File: config.mk
export PLATFORM = sky130hd
export DESIGN_NAME = qpu_exu_bjp_resolve
export DESIGN_NICKNAME = d
export VERILOG_FILES = /design/src/rtl/qpu_exu_bjp_resolve_pkg.sv /design/src/rtl/qpu_exu_bjp_resolve_cmp.sv /design/src/rtl/qpu_exu_bjp_resolve.sv
export SDC_FILE = /design/constraint.sdc
export NUM_CORES = 1
export LEC_CHECK = 0
export ABC_AREA = 0
export CORE_MARGIN = 2
export CORE_UTILIZATION = 46
export CTS_CLUSTER_SIZE = 20
export DETAILED_ROUTE_END_ITERATION = 7
export PLACE_DENSITY = 0.82
export SYNTH_ARGS = -nofsm -noshare
export SYNTH_HDL_FRONTEND = slang
export SYNTH_HIERARCHICAL = 1
export SYNTH_SLANG_ARGS = --single-unit
File: constraint.sdc
create_clock -name clk -period 2.4 [get_ports clk]
set_clock_uncertainty 0.2 [all_clocks]
set_input_delay 0.48 -clock clk [delete_from_list [all_inputs] [get_ports clk]]
set_output_delay 0.48 -clock clk [all_outputs]
set_load 0.01 [all_outputs]
File: src/rtl/qpu_exu_bjp_resolve_pkg.sv
// Shared branch/jump op encodings and the sequential PC increment for the BJP resolve unit.
package qpu_exu_bjp_resolve_pkg;

    typedef enum logic [2:0] {
        BJP_OP_BEQ  = 3'd0,
        BJP_OP_BNE  = 3'd1,
        BJP_OP_JAL  = 3'd2,
        BJP_OP_RSVD = 3'd3,
        BJP_OP_BLT  = 3'd4,
        BJP_OP_BGE  = 3'd5,
        BJP_OP_BLTU = 3'd6,
        BJP_OP_BGEU = 3'd7
    } bjp_op_e;

    localparam int BJP_SEQ_INCR = 4;

endpackage

File: src/rtl/qpu_exu_bjp_resolve_cmp.sv
// Combinational branch condition evaluator: (op, rs1, rs2) -> taken.
module qpu_exu_bjp_cmp
    import qpu_exu_bjp_resolve_pkg::*;
#(
    parameter int XLEN = 32
) (
    input  logic [2:0]      op,
    input  logic [XLEN-1:0] rs1,
    input  logic [XLEN-1:0] rs2,
    output logic            taken
);

    always_comb begin
        taken = 1'b0;
        case (bjp_op_e'(op))
            BJP_OP_BEQ:  taken = (rs1 == rs2);
            BJP_OP_BNE:  taken = (rs1 != rs2);
            BJP_OP_JAL:  taken = 1'b1;
            BJP_OP_BLT:  taken = ($signed(rs1) <  $signed(rs2));
            BJP_OP_BGE:  taken = ($signed(rs1) >= $signed(rs2));
            BJP_OP_BLTU: taken = (rs1 <  rs2);
            BJP_OP_BGEU: taken = (rs1 >= rs2);
            default:     taken = 1'b0;
        endcase
    end

endmodule

File: src/rtl/qpu_exu_bjp_resolve.sv
// Branch/jump resolution: commit pulse, held flush request with corrected PC.
// Optional performance counters enabled by defining QPU_BJP_PERF_CNT_EN.
module qpu_exu_bjp_resolve
    import qpu_exu_bjp_resolve_pkg::*;
#(
    parameter int PC_SIZE = 32,
    parameter int XLEN    = 32
) (
    input  logic               clk,
    input  logic               rst_n,
    input  logic               bjp_i_valid,
    output logic               bjp_i_ready,
    input  logic [PC_SIZE-1:0] bjp_i_pc,
    input  logic [XLEN-1:0]    bjp_i_imm,
    input  logic [XLEN-1:0]    bjp_i_rs1,
    input  logic [XLEN-1:0]    bjp_i_rs2,
    input  logic [2:0]         bjp_i_op,
    input  logic               bjp_i_prdt_taken,
    output logic               bjp_cmt_valid,
    output logic               bjp_cmt_mispred,
    output logic               flush_req,
    output logic [PC_SIZE-1:0] flush_pc,
    input  logic               flush_ack
`ifdef QPU_BJP_PERF_CNT_EN
    ,
    output logic [31:0]        bjp_cnt_total,
    output logic [31:0]        bjp_cnt_mispred
`endif
);

    logic               taken;
    logic               accept;
    logic               mispred;
    logic [PC_SIZE-1:0] target;

    qpu_exu_bjp_cmp #(.XLEN(XLEN)) u_cmp (
        .op    (bjp_i_op),
        .rs1   (bjp_i_rs1),
        .rs2   (bjp_i_rs2),
        .taken (taken)
    );

    // Wrong-path branches arriving while a flush is pending are simply not accepted.
    assign bjp_i_ready = ~flush_req;
    assign accept      = bjp_i_valid & bjp_i_ready;
    assign mispred     = taken ^ bjp_i_prdt_taken;
    assign target      = taken ? (bjp_i_pc + bjp_i_imm[PC_SIZE-1:0])
                               : (bjp_i_pc + PC_SIZE'(BJP_SEQ_INCR));

    always_ff @(posedge clk or negedge rst_n) begin
        if (!rst_n) begin
            bjp_cmt_valid   <= 1'b0;
            bjp_cmt_mispred <= 1'b0;
        end else begin
            bjp_cmt_valid   <= accept;
            bjp_cmt_mispred <= accept & mispred;
        end
    end

    // accept and a pending flush are mutually exclusive, so set/clear never collide.
    always_ff @(posedge clk or negedge rst_n) begin
        if (!rst_n) begin
            flush_req <= 1'b0;
            flush_pc  <= '0;
        end else if (accept && mispred) begin
            flush_req <= 1'b1;
            flush_pc  <= target;
        end else if (flush_req && flush_ack) begin
            flush_req <= 1'b0;
        end
    end

`ifdef QPU_BJP_PERF_CNT_EN
    always_ff @(posedge clk or negedge rst_n) begin
        if (!rst_n) begin
            bjp_cnt_total   <= '0;
            bjp_cnt_mispred <= '0;
        end else if (accept) begin
            bjp_cnt_total <= bjp_cnt_total + 32'd1;
            if (mispred)
                bjp_cnt_mispred <= bjp_cnt_mispred + 32'd1;
        end
    end
`endif

endmodule

* Word level (Yosys, flattened, before mapping)
Cells that the tools add are included.
** Storage, ports and cells
- Flip-flop bits (word level) :: 35
- Bits of input ports :: 136
- Output and inout port bits :: 36
- Logic and storage cells :: 30
** Cells by class
- Add/sub/neg operators :: 2
- Order comparisons :: 4
- Eq/ne operators :: 8
- Muxes and demuxes :: 4
- Bitwise logic cells :: 4
- Reduce and logical (&&, ||, !) cells :: 4
** Operators with widths (count)
- 32-bit greater-or-equal comparator :: 2
- 32-bit less-than comparator :: 2
- 32-bit by 3-bit adder with 32-bit output, second input constant :: 1
- 32-bit adder :: 1
- 32-bit equality test :: 1
- 32-bit 2-to-1 mux :: 1
- 32-bit != test :: 1
- 3-bit equality test, second input constant :: 4
- 1-bit case mux with 7 select lines :: 1
- 3-bit by 1-bit equality test with 1-bit output, second input constant :: 1
- 3-bit by 2-bit equality test with 1-bit output, second input constant :: 1
- 3-bit zero test :: 1
- 1-bit AND :: 2
- 1-bit logical AND :: 2
- 1-bit 2-to-1 mux :: 2
- 2-bit nonzero test :: 1
- 1-bit NOT :: 1
- 1-bit XOR :: 1

* Longest topological paths before layout
Gate-level depths: netlist of run 1.
- Word-level depth :: 5
- Gate-level depth with buffers :: 18
- Gate-level depth less buffers :: 17

* Hierarchy
The synthesis of run 1 kept the hierarchy.
** By module, submodules not included
- qpu_exu_bjp_resolve :: instances 1, cells an instance 454, area each 3707.3 sq um, seq. area each 875.8 sq um
- qpu_exu_bjp_cmp :: instances 1, cells an instance 137, area each 983.4 sq um, seq. area each 0.0 sq um

* Worst setup path after synthesis of run 1
Ideal clock, no wire load.
- Path type :: input to register
- From :: in bjp_i_rs2[5]
- To :: reg flush_pc[31]
- Setup time :: 119 ps
- Arrival :: 3607 ps
- Data required time :: 2081 ps
- Path slack :: -1526 ps
- Stages on the path :: 18
- Path through :: inv_1 ha_1 a211oi_1 nor2_1 o41ai_4 nand3_1 a21oi_1 mux2_1 o2111a_1 clkbuf_1 xor2_1 nand2_1 inv_1 nand2_1 or4_1 o221ai_1 a21oi_1 o21a_1
** On the way
- Word-level cells in the longest chain between the ends :: 4
- Elaborated cells between the ends (all ways) :: 10
- Classes of those cells :: order compare: 4; eq/ne: 2; mux: 2; bitwise: 1; reduce/logical: 1
** RTL lines
- from (decl) :: RTL line qpu_exu_bjp_resolve.sv:16 : input logic [XLEN-1:0] bjp_i_rs2,
- 32-bit greater-or-equal comparator, or another cell as far along :: RTL line qpu_exu_bjp_resolve_cmp.sv:22 : BJP_OP_BGEU: taken = (rs1 >= rs2);
- 1-bit case mux with 7 select lines * :: RTL line qpu_exu_bjp_resolve_cmp.sv:15 : case (bjp_op_e'(op))
- via taken :: RTL line qpu_exu_bjp_resolve.sv:31 : logic taken;
- 1-bit XOR :: RTL line qpu_exu_bjp_resolve.sv:46 : assign mispred = taken ^ bjp_i_prdt_taken;
- 1-bit logical AND :: RTL line qpu_exu_bjp_resolve.sv:65 : end else if (accept && mispred) begin
- to (signal assigned) :: RTL line qpu_exu_bjp_resolve.sv:67 : flush_pc <= target;
- to (decl) :: RTL line qpu_exu_bjp_resolve.sv:22 : output logic [PC_SIZE-1:0] flush_pc,
Mark *: on every way through the listed nets, which the timed path passes. The rest lies on a longest branch.
A chain may end at the register's enable or synchronous reset.

* Worst setup path after layout of run 1
- From :: in bjp_i_rs1[29]
- To :: reg flush_pc[31]
** On the way
- Word-level cells in the longest chain between the ends :: 4
- Elaborated cells between the ends (all ways) :: 10
- Classes of those cells :: order compare: 4; eq/ne: 2; mux: 2; bitwise: 1; reduce/logical: 1
** RTL lines
- from (decl) :: RTL line qpu_exu_bjp_resolve.sv:15 : input logic [XLEN-1:0] bjp_i_rs1,
- 32-bit greater-or-equal comparator, or another cell as far along :: RTL line qpu_exu_bjp_resolve_cmp.sv:22
- 1-bit case mux with 7 select lines * :: RTL line qpu_exu_bjp_resolve_cmp.sv:15
- via taken :: RTL line qpu_exu_bjp_resolve.sv:31
- 1-bit XOR :: RTL line qpu_exu_bjp_resolve.sv:46
- 1-bit logical AND :: RTL line qpu_exu_bjp_resolve.sv:65
Marked as above.

==> metrics.md, run 1 <==
| Metric | Value |
|---|---|
| Sw Pwr | `1.780 mW` |
| R2r startpoint | `flush_req$_DFFE_PN0P_` |
| CTS tree | `done` |
| Finished Core Util | `86.80%` |
| Max transition margin | `43.05%` |
| Fillers | `494` |
| Total track usage | `36.30%` |
| Worst Path Arrival | `3860 ps` |
| Gate Count Post-Synth | `591` |
| Row count | `36` |
| First-pass GRT wire length | `32.20 mm` |
| CP Capture Type | `register` |
| Worst Path Max Fanout | `4` |
| Vias after detailed routing | `6473` |
| Top Ports | `172` |
| Final worst slack | `-1481 ps` |
| Syn Area/Cell | `7.937 µm²` |
| Cells on worst reg2reg path | `8` |
| Total Wirelength | `22.80 mm` |
| Failing checks | `negative setup slack` |
| DR DRC count | `0` |
| Fin. max-slew vios | `0` |
| 1st-iter DRT viols | `393` |
| Input/output buffers | `171` |
| Yosys top cell area share | `18.67%` |
| Seq/Total Area, Yosys | `18.67%` |
| CP required | `2380 ps` |
| Ys flop type | `dfrtp_1` |
| DR pass1 iterations | `5` |
| PD cells | `528.0 mW/mm²` |
| Sink Count | `35` |
| Peak VDD IR | `0.5273 mV` |
| Initial Util | `47.77%` |
| Post-synth cell types | `67` |
| Final Hold Fails | `0` |
| Syn Nets | `792` |
| Tightest Pin Transition | `854.2 ps` |
| Cell with the most instances after synthesis | `ha_1` |
| CTS Buf Count | `5` |
| FFs w/ async S/R, synth | `100.0%` |
| Core footprint | `0.009819 mm²` |
| Die footprint | `0.01102 mm²` |
| Largest net degree at the start of global routing | `42` |
| Post-synth EDFFs | `0` |
| Final RePlAce weighted congestion | `0.9258` |
| Most frequent cells after synthesis | `ha_1 (64), nand2_1 (58), a21oi_1 (54), inv_1 (47), nor2_1 (45)` |
| Vias per cell | `6.165` |
| Clock period minus worst slack | `3881 ps` |
| P&R area growth vs syn | `81.70%` |
| Post-Syn Area | `0.004691 mm²` |
| Chip width | `105.0 µm` |
| Crit share post-route | `161.7%` |
| Switching share of power | `39.55%` |
| Vias in the first global route | `6659` |
| # nets final | `1117` |
| Cell taking the most area after synthesis | `dfrtp_1` |
| Max Cap Violations | `0` |
| Clock root buffer | `clkbuf_8` |
| Initial antenna violation count | `2` |
| Reg2reg setup slack | `280 ps` |
| YS warnings | `6` |
| Hold Path Class | `in2async` |
| Fmax | `257.6 MHz` |
| CP Launch Point | `bjp_i_rs1[29]` |
| Seq pwr share | `23.9%` |
| Setup CP Type | `in2reg` |
| Setup Viol. Count Final | `34` |
| Top post-synthesis cells by area | `dfrtp_1 (19%), ha_1 (17%), a21oi_1 (5.8%)` |
| Internal power component | `2.720 mW` |
| Worst setup SP type | `input pin` |
| Seq cells post-synth | `35` |
| # H-tree levels | `2` |
| Share of layout cells above drive strength 1 | `36.57%` |
| R2R Path End | `flush_pc[31]$_DFFE_PN0P_` |
| Clock buffer depth | `2` |
| Post-CTS Hold Fix Bufs | `0` |
| RSZ-0062 raised after global routing | `true` |
| Chip height | `105.0 µm` |
| Combinational Power Share | `64.3%` |
| Lkg Pwr | `3.864 nW` |
| Grt total ovfl | `0` |
| Clock Latency Late Sink | `290 ps` |
| Post-DRT Antenna Nets | `0` |
| Final Power | `4.500 mW` |
| Post-DP HPWL | `14.03 mm` |
| Status | `finished with violations` |
| Pre-CTS setup slack | `-1852 ps` |
| Clock share of power | `11.8%` |
| CP endpoint | `flush_pc[31]$_DFFE_PN0P_` |
| Clk slew on worst S/H paths | `80 ps` |
| Routed wire per std cell | `21.71 µm` |
## placed cells by master, fill, tap and decap left out, drive strengths merged, types with 24 or more instances in the layout
| cell | instances |
|---|---|
| xnor2 | 26 |
| nand3 | 24 |
| buf | 179 |
| xor2 | 27 |
| ha | 64 |
| dfrtp | 35 |
| o21ai | 44 |
| nor2 | 45 |
| nand2 | 58 |
| inv | 47 |
| a21oi | 57 |
| dlygate4sd2 | 24 |
| clkdlybuf4s50 | 102 |
## final cells by class
type                            instances  area [µm²]  share of cell area [%]
Multi-Input combinational cell        490        4192                   49.18
Timing Repair Buffer                  337        2995                   35.14
Sequential cell                        35       875.8                   10.28
Inverter                               47       188.9                   2.217
Tap cell                              133       166.4                   1.952
Clock buffer                            6       72.57                  0.8514
Clock inverter                          1       30.03                  0.3523
Antenna cell                            1       2.502                 0.02936
## worst max-delay path, stage by stage
cell	delay (ps)
clkdlybuf4s15_1	270
ha_4	350
nand4_4	130
or4_4	590
a31oi_4	210
nor3_2	100
o21ai_2	210
o2111a_2	270
xor2_2	220
nand2_2	130
inv_4	100
nand2_4	50
or4_4	480
o221ai_2	80
a21oi_1	60
o21a_1	120
## layer usage
metal	global-route usage (%)	vias to the layer above	wire length (µm)
met1	35.24	2998	7395
li1	-	2781	-
met3	7.299	215	2010
met2	69.90	477	11260
met5	0	-	13
met4	21.43	2	2116
## registers in the layout, indices dropped and copies added, names as in the netlist
register         cells
flush_pc            32
bjp_cmt_mispred      1
bjp_cmt_valid        1
flush_req            1
## metrics by stage
stage          hold slack, ps  cell area (µm²)  TNS [ps]  std cells
6_report                92.62             8523    -45450       1050
3_3_place_gp            269.4             7525    -51920       1014
2_1_floorplan          -15.59             4768    -32060        591
5_1_grt                 150.3             8523    -46770       1050
4_1_cts                 99.30             8223    -31370       1034
3_5_place_dp            274.0             7525    -54840       1014
## kinds of logic (layout without fill, tap and decap cells)
kind of cell,after synthesis,in the layout,synth area share [%]
xor gates and xnor gates,53,53,9.896
and+or+nand+nor,198,198,21.18
AOI/OAI and AO/OA,167,167,24.78
other,0,1,0
buffers and inverters,66,391,6.455
DFF,35,35,18.67
muxes,7,7,1.520
adders and majority gates,65,65,17.50
## power by group through the flow
| stage | combinational, mW | clock (mW) | sequential [mW] |
|---|---|---|---|
| global route | 3.06 | 0.558 | 1.10 |
| detailed placement | 2.38 | 0 | 1.05 |
| finish | 2.89 | 0.532 | 1.08 |
| CTS | 2.59 | 0.521 | 1.05 |
| floorplan | 0.965 | 0 | 1.14 |
| global placement | 2.28 | 0 | 1.04 |
## repair_timing
item	CTS	global route
setup buffers	11	16
gates cloned	2	0
setup endpoints to repair	34	34
pin swaps	52	36
resized for setup	229	71
## how the worst min path moves through the flow
stage,start,to,slack [ps],cells past startpoint
final,rst_n,flush_pc[14]$_DFFE_PN0P_,90,1
after CTS,rst_n,flush_pc[14]$_DFFE_PN0P_,100,1
after global routing,rst_n,flush_pc[18]$_DFFE_PN0P_,150,1
after detailed placement,flush_pc[12]$_DFFE_PN0P_,flush_pc[12]$_DFFE_PN0P_,270,2
after global placement,flush_pc[7]$_DFFE_PN0P_,flush_pc[7]$_DFFE_PN0P_,270,2
after floorplan,rst_n,bjp_cmt_mispred$_DFF_PN0_,-20,0
(Power assumes the default switching activity.)
==> run 2: changes to the inputs <==
- GPL_ROUTABILITY_DRIVEN: not set -> 0
==> run 2 against run 1 <==
  * The run still ends with negative setup slack left
  * Cell count fell by 0.95%
  * Die area did not move
  * Combinational power barely moved
  * Sequential power barely moved
  * Global-route usage fell by 1.4 points
  * Utilization fell by 1.1 points
  * Setup slack got worse by 200 ps
  * Clock power fell by 12%
  * Routed wire length fell by 1.8%
  * Critical path depth rose by 2
  * Register-to-register slack improved by 100 ps
  * Via count fell by 2.4%
  * Largest cell class unchanged
  * Highest routed layer unchanged
==> metrics.md, run 2 (same netlist as run 1, synthesis figures left out) <==
| Metric | Value |
|---|---|
| Largest net degree at the start of global routing | `42` |
| Slowest stage delay, CP | `510 ps` |
| CP required | `2390 ps` |
| Post-CTS Hold Fix Bufs | `0` |
| Clk slew on worst S/H paths | `90 ps` |
| Core footprint | `0.009819 mm²` |
| Max Cap Violations | `0` |
| DR pass1 iterations | `5` |
| Cells on worst reg2reg path | `8` |
| Routed wire per std cell | `21.53 µm` |
| Input/output buffers | `171` |
| Grt total ovfl | `0` |
| Final Non-Filler Cells | `1040` |
| Finished Core Util | `85.65%` |
| CTS Buf Count | `5` |
| Worst setup SP type | `input pin` |
| Tightest Pin Transition | `850.7 ps` |
| PD cells | `528.4 mW/mm²` |
| Most frequent cells in the layout | `buf_4 (140), clkdlybuf4s50_1 (101), nand2_1 (50)` |
| DR DRC count | `0` |
| R2r startpoint | `flush_req$_DFFE_PN0P_` |
| Design area | `0.008411 mm²` |
| CTS tree | `done` |
| Clock buffer depth | `2` |
| Vias in the first global route | `6382` |
| Chip width | `105.0 µm` |
| # nets final | `1106` |
| Lkg Pwr | `3.792 nW` |
| Vias per cell | `6.075` |
| CP bufs+invs | `3` |
| Crit path max-delay family | `compound AO/OA/AOI/OAI gates` |
| Sink Count | `35` |
| Most common cell on crit path | `nand4_1` |
| Status | `finished with violations` |
| Top Layer Used | `met5` |
| Fmax | `245.3 MHz` |
| Top Ports | `172` |
| Worst Path Arrival | `4060 ps` |
| P&R area growth vs syn | `79.30%` |
| Final Hold Fails | `0` |
| Crit share post-route | `169.9%` |
| 1st-iter DRT viols | `377` |
| Chip height | `105.0 µm` |
| Setup Viol. Count Final | `34` |
| RSZ-0062 raised after global routing | `true` |
| Hold Path Class | `in2async` |
| Post-DP HPWL | `13.81 mm` |
| Reg2reg setup slack | `380 ps` |
| Slowest library cell on the worst path | `or4_4` |
| Share of layout cells above drive strength 1 | `36.20%` |
| Die footprint | `0.01102 mm²` |
| Final worst slack | `-1677 ps` |
| Total Wirelength | `22.39 mm` |
| Post-DRT Antenna Nets | `0` |
| Vias after detailed routing | `6318` |
| Crit-path cells | `dlygate4sd2_1 -> ha_4 -> nand4_1 -> nor2_1 -> a22oi_1 -> o211ai_2 -> buf_4 -> a211o_2 -> nand4_1 -> o2111a_2 -> xor2_1 -> nand2_2 -> inv_4 -> nand2_4 -> or4_4 -> o221ai_4 -> a21oi_2 -> o21a_1` |
| Peak VDD IR | `0.5132 mV` |
| Setup CP Type | `in2reg` |
| Met3 wire length | `2.037 mm` |
| R2R Path End | `flush_pc[31]$_DFFE_PN0P_` |
| Initial antenna violation count | `2` |
| Row count | `36` |
| Clock Latency Late Sink | `290 ps` |
| Dpl cells | `1014` |
| CP Capture Type | `register` |
| Setup TNS | `-49410 ps` |
| Max reg flops | `32` |
| Routed length on met2 | `11.33 mm` |
| Clock root buffer | `clkbuf_8` |
| Reg with most FFs | `flush_pc` |
| Commonest non-fill, non-tap cell in the layout | `buf_4` |
| First-pass GRT wire length | `31.15 mm` |
| # H-tree levels | `2` |
| Fin. max-slew vios | `0` |
| Worst Path Max Fanout | `4` |
| Max transition margin | `43.29%` |
| Total track usage | `34.89%` |
| Met1 WL | `7.165 mm` |
| Initial Util | `47.77%` |
| Failing checks | `negative setup slack` |
| Placed instance area | `0.007525 mm²` |
| Clock period minus worst slack | `4077 ps` |
==> run 2: cell types whose count changed in the layout (fill, tap and decap cells not counted), sizes merged <==
cell | before | now
clkdlybuf4s15 | 23 | 18
clkbuf | 14 | 17
bufinv | 1 | 0
bufbuf | 1 | 0
buf | 179 | 162
clkdlybuf4s50 | 102 | 101
clkinvlp | 0 | 2
dlygate4sd2 | 24 | 33
clkinv | 0 | 1
==> run 2: per-layer routing <==
layer / global-route usage (%) / vias up
met4: 19.33 / 2
met3: 6.675 / 178
li1: - / 2772
met2: 66.98 / 462
met5: 0 / -
met1: 34.78 / 2904
==> run 2: stage by stage <==
| stage | hold slack (ps) | total power, mW | setup slack [ps] |
|---|---|---|---|
| after floorplan | -15.59 | 2.106 | -1400 |
| after global placement | 269.5 | 3.321 | -1731 |
| after detailed placement | 274.1 | 3.428 | -1811 |
| after CTS | 90.26 | 4.068 | -1082 |
| after global routing | 147.4 | 4.657 | -1739 |
| final | 78.42 | 4.444 | -1677 |
==> run 2: layout make-up <==
type                            count  area, µm²
Clock buffer                        5      68.82
Sequential cell                    35      875.8
Timing Repair Buffer              326       2909
Antenna cell                        1      2.502
Tap cell                          133      166.4
Multi-Input combinational cell    490       4182
Inverter                           47      186.4
Fill cell                         520       1409
Clock inverter                      3      20.02
==> run 2: how the worst max path moves through the flow <==
| stage | start | to | slack (ps) | cells after the start |
|---|---|---|---|---|
| 5_1_grt | bjp_i_rs1[25] | flush_pc[31]$_DFFE_PN0P_ | -1740 | 18 |
| 4_1_cts | bjp_i_rs2[6] | flush_pc[31]$_DFFE_PN0P_ | -1080 | 18 |
| 6_report | bjp_i_rs1[25] | flush_pc[31]$_DFFE_PN0P_ | -1680 | 18 |
| 2_1_floorplan | bjp_i_rs1[5] | flush_pc[31]$_DFFE_PN0P_ | -1400 | 17 |
| 3_3_place_gp | bjp_i_rs2[5] | flush_pc[31]$_DFFE_PN0P_ | -1730 | 18 |
| 3_5_place_dp | bjp_i_rs2[5] | flush_pc[31]$_DFFE_PN0P_ | -1810 | 18 |
==> run 2: timing repair <==
| item | CTS | global route |
|---|---|---|
| cloned | 2 | 2 |
| endpoints found under the setup margin | 34 | 34 |
| buffers inserted | 5 | 12 |
| pin swaps | 56 | 37 |
| gates resized for setup | 202 | 93 |
==> run 2: power by group <==
| part | switching, mW | total [mW] | internal [mW] |
|---|---|---|---|
| Combinational | 1.34 | 2.90 | 1.56 |
| Sequential | 0.221 | 1.08 | 0.861 |
| Clock | 0.264 | 0.467 | 0.203 |
| Total | 1.82 | 4.44 | 2.62 |
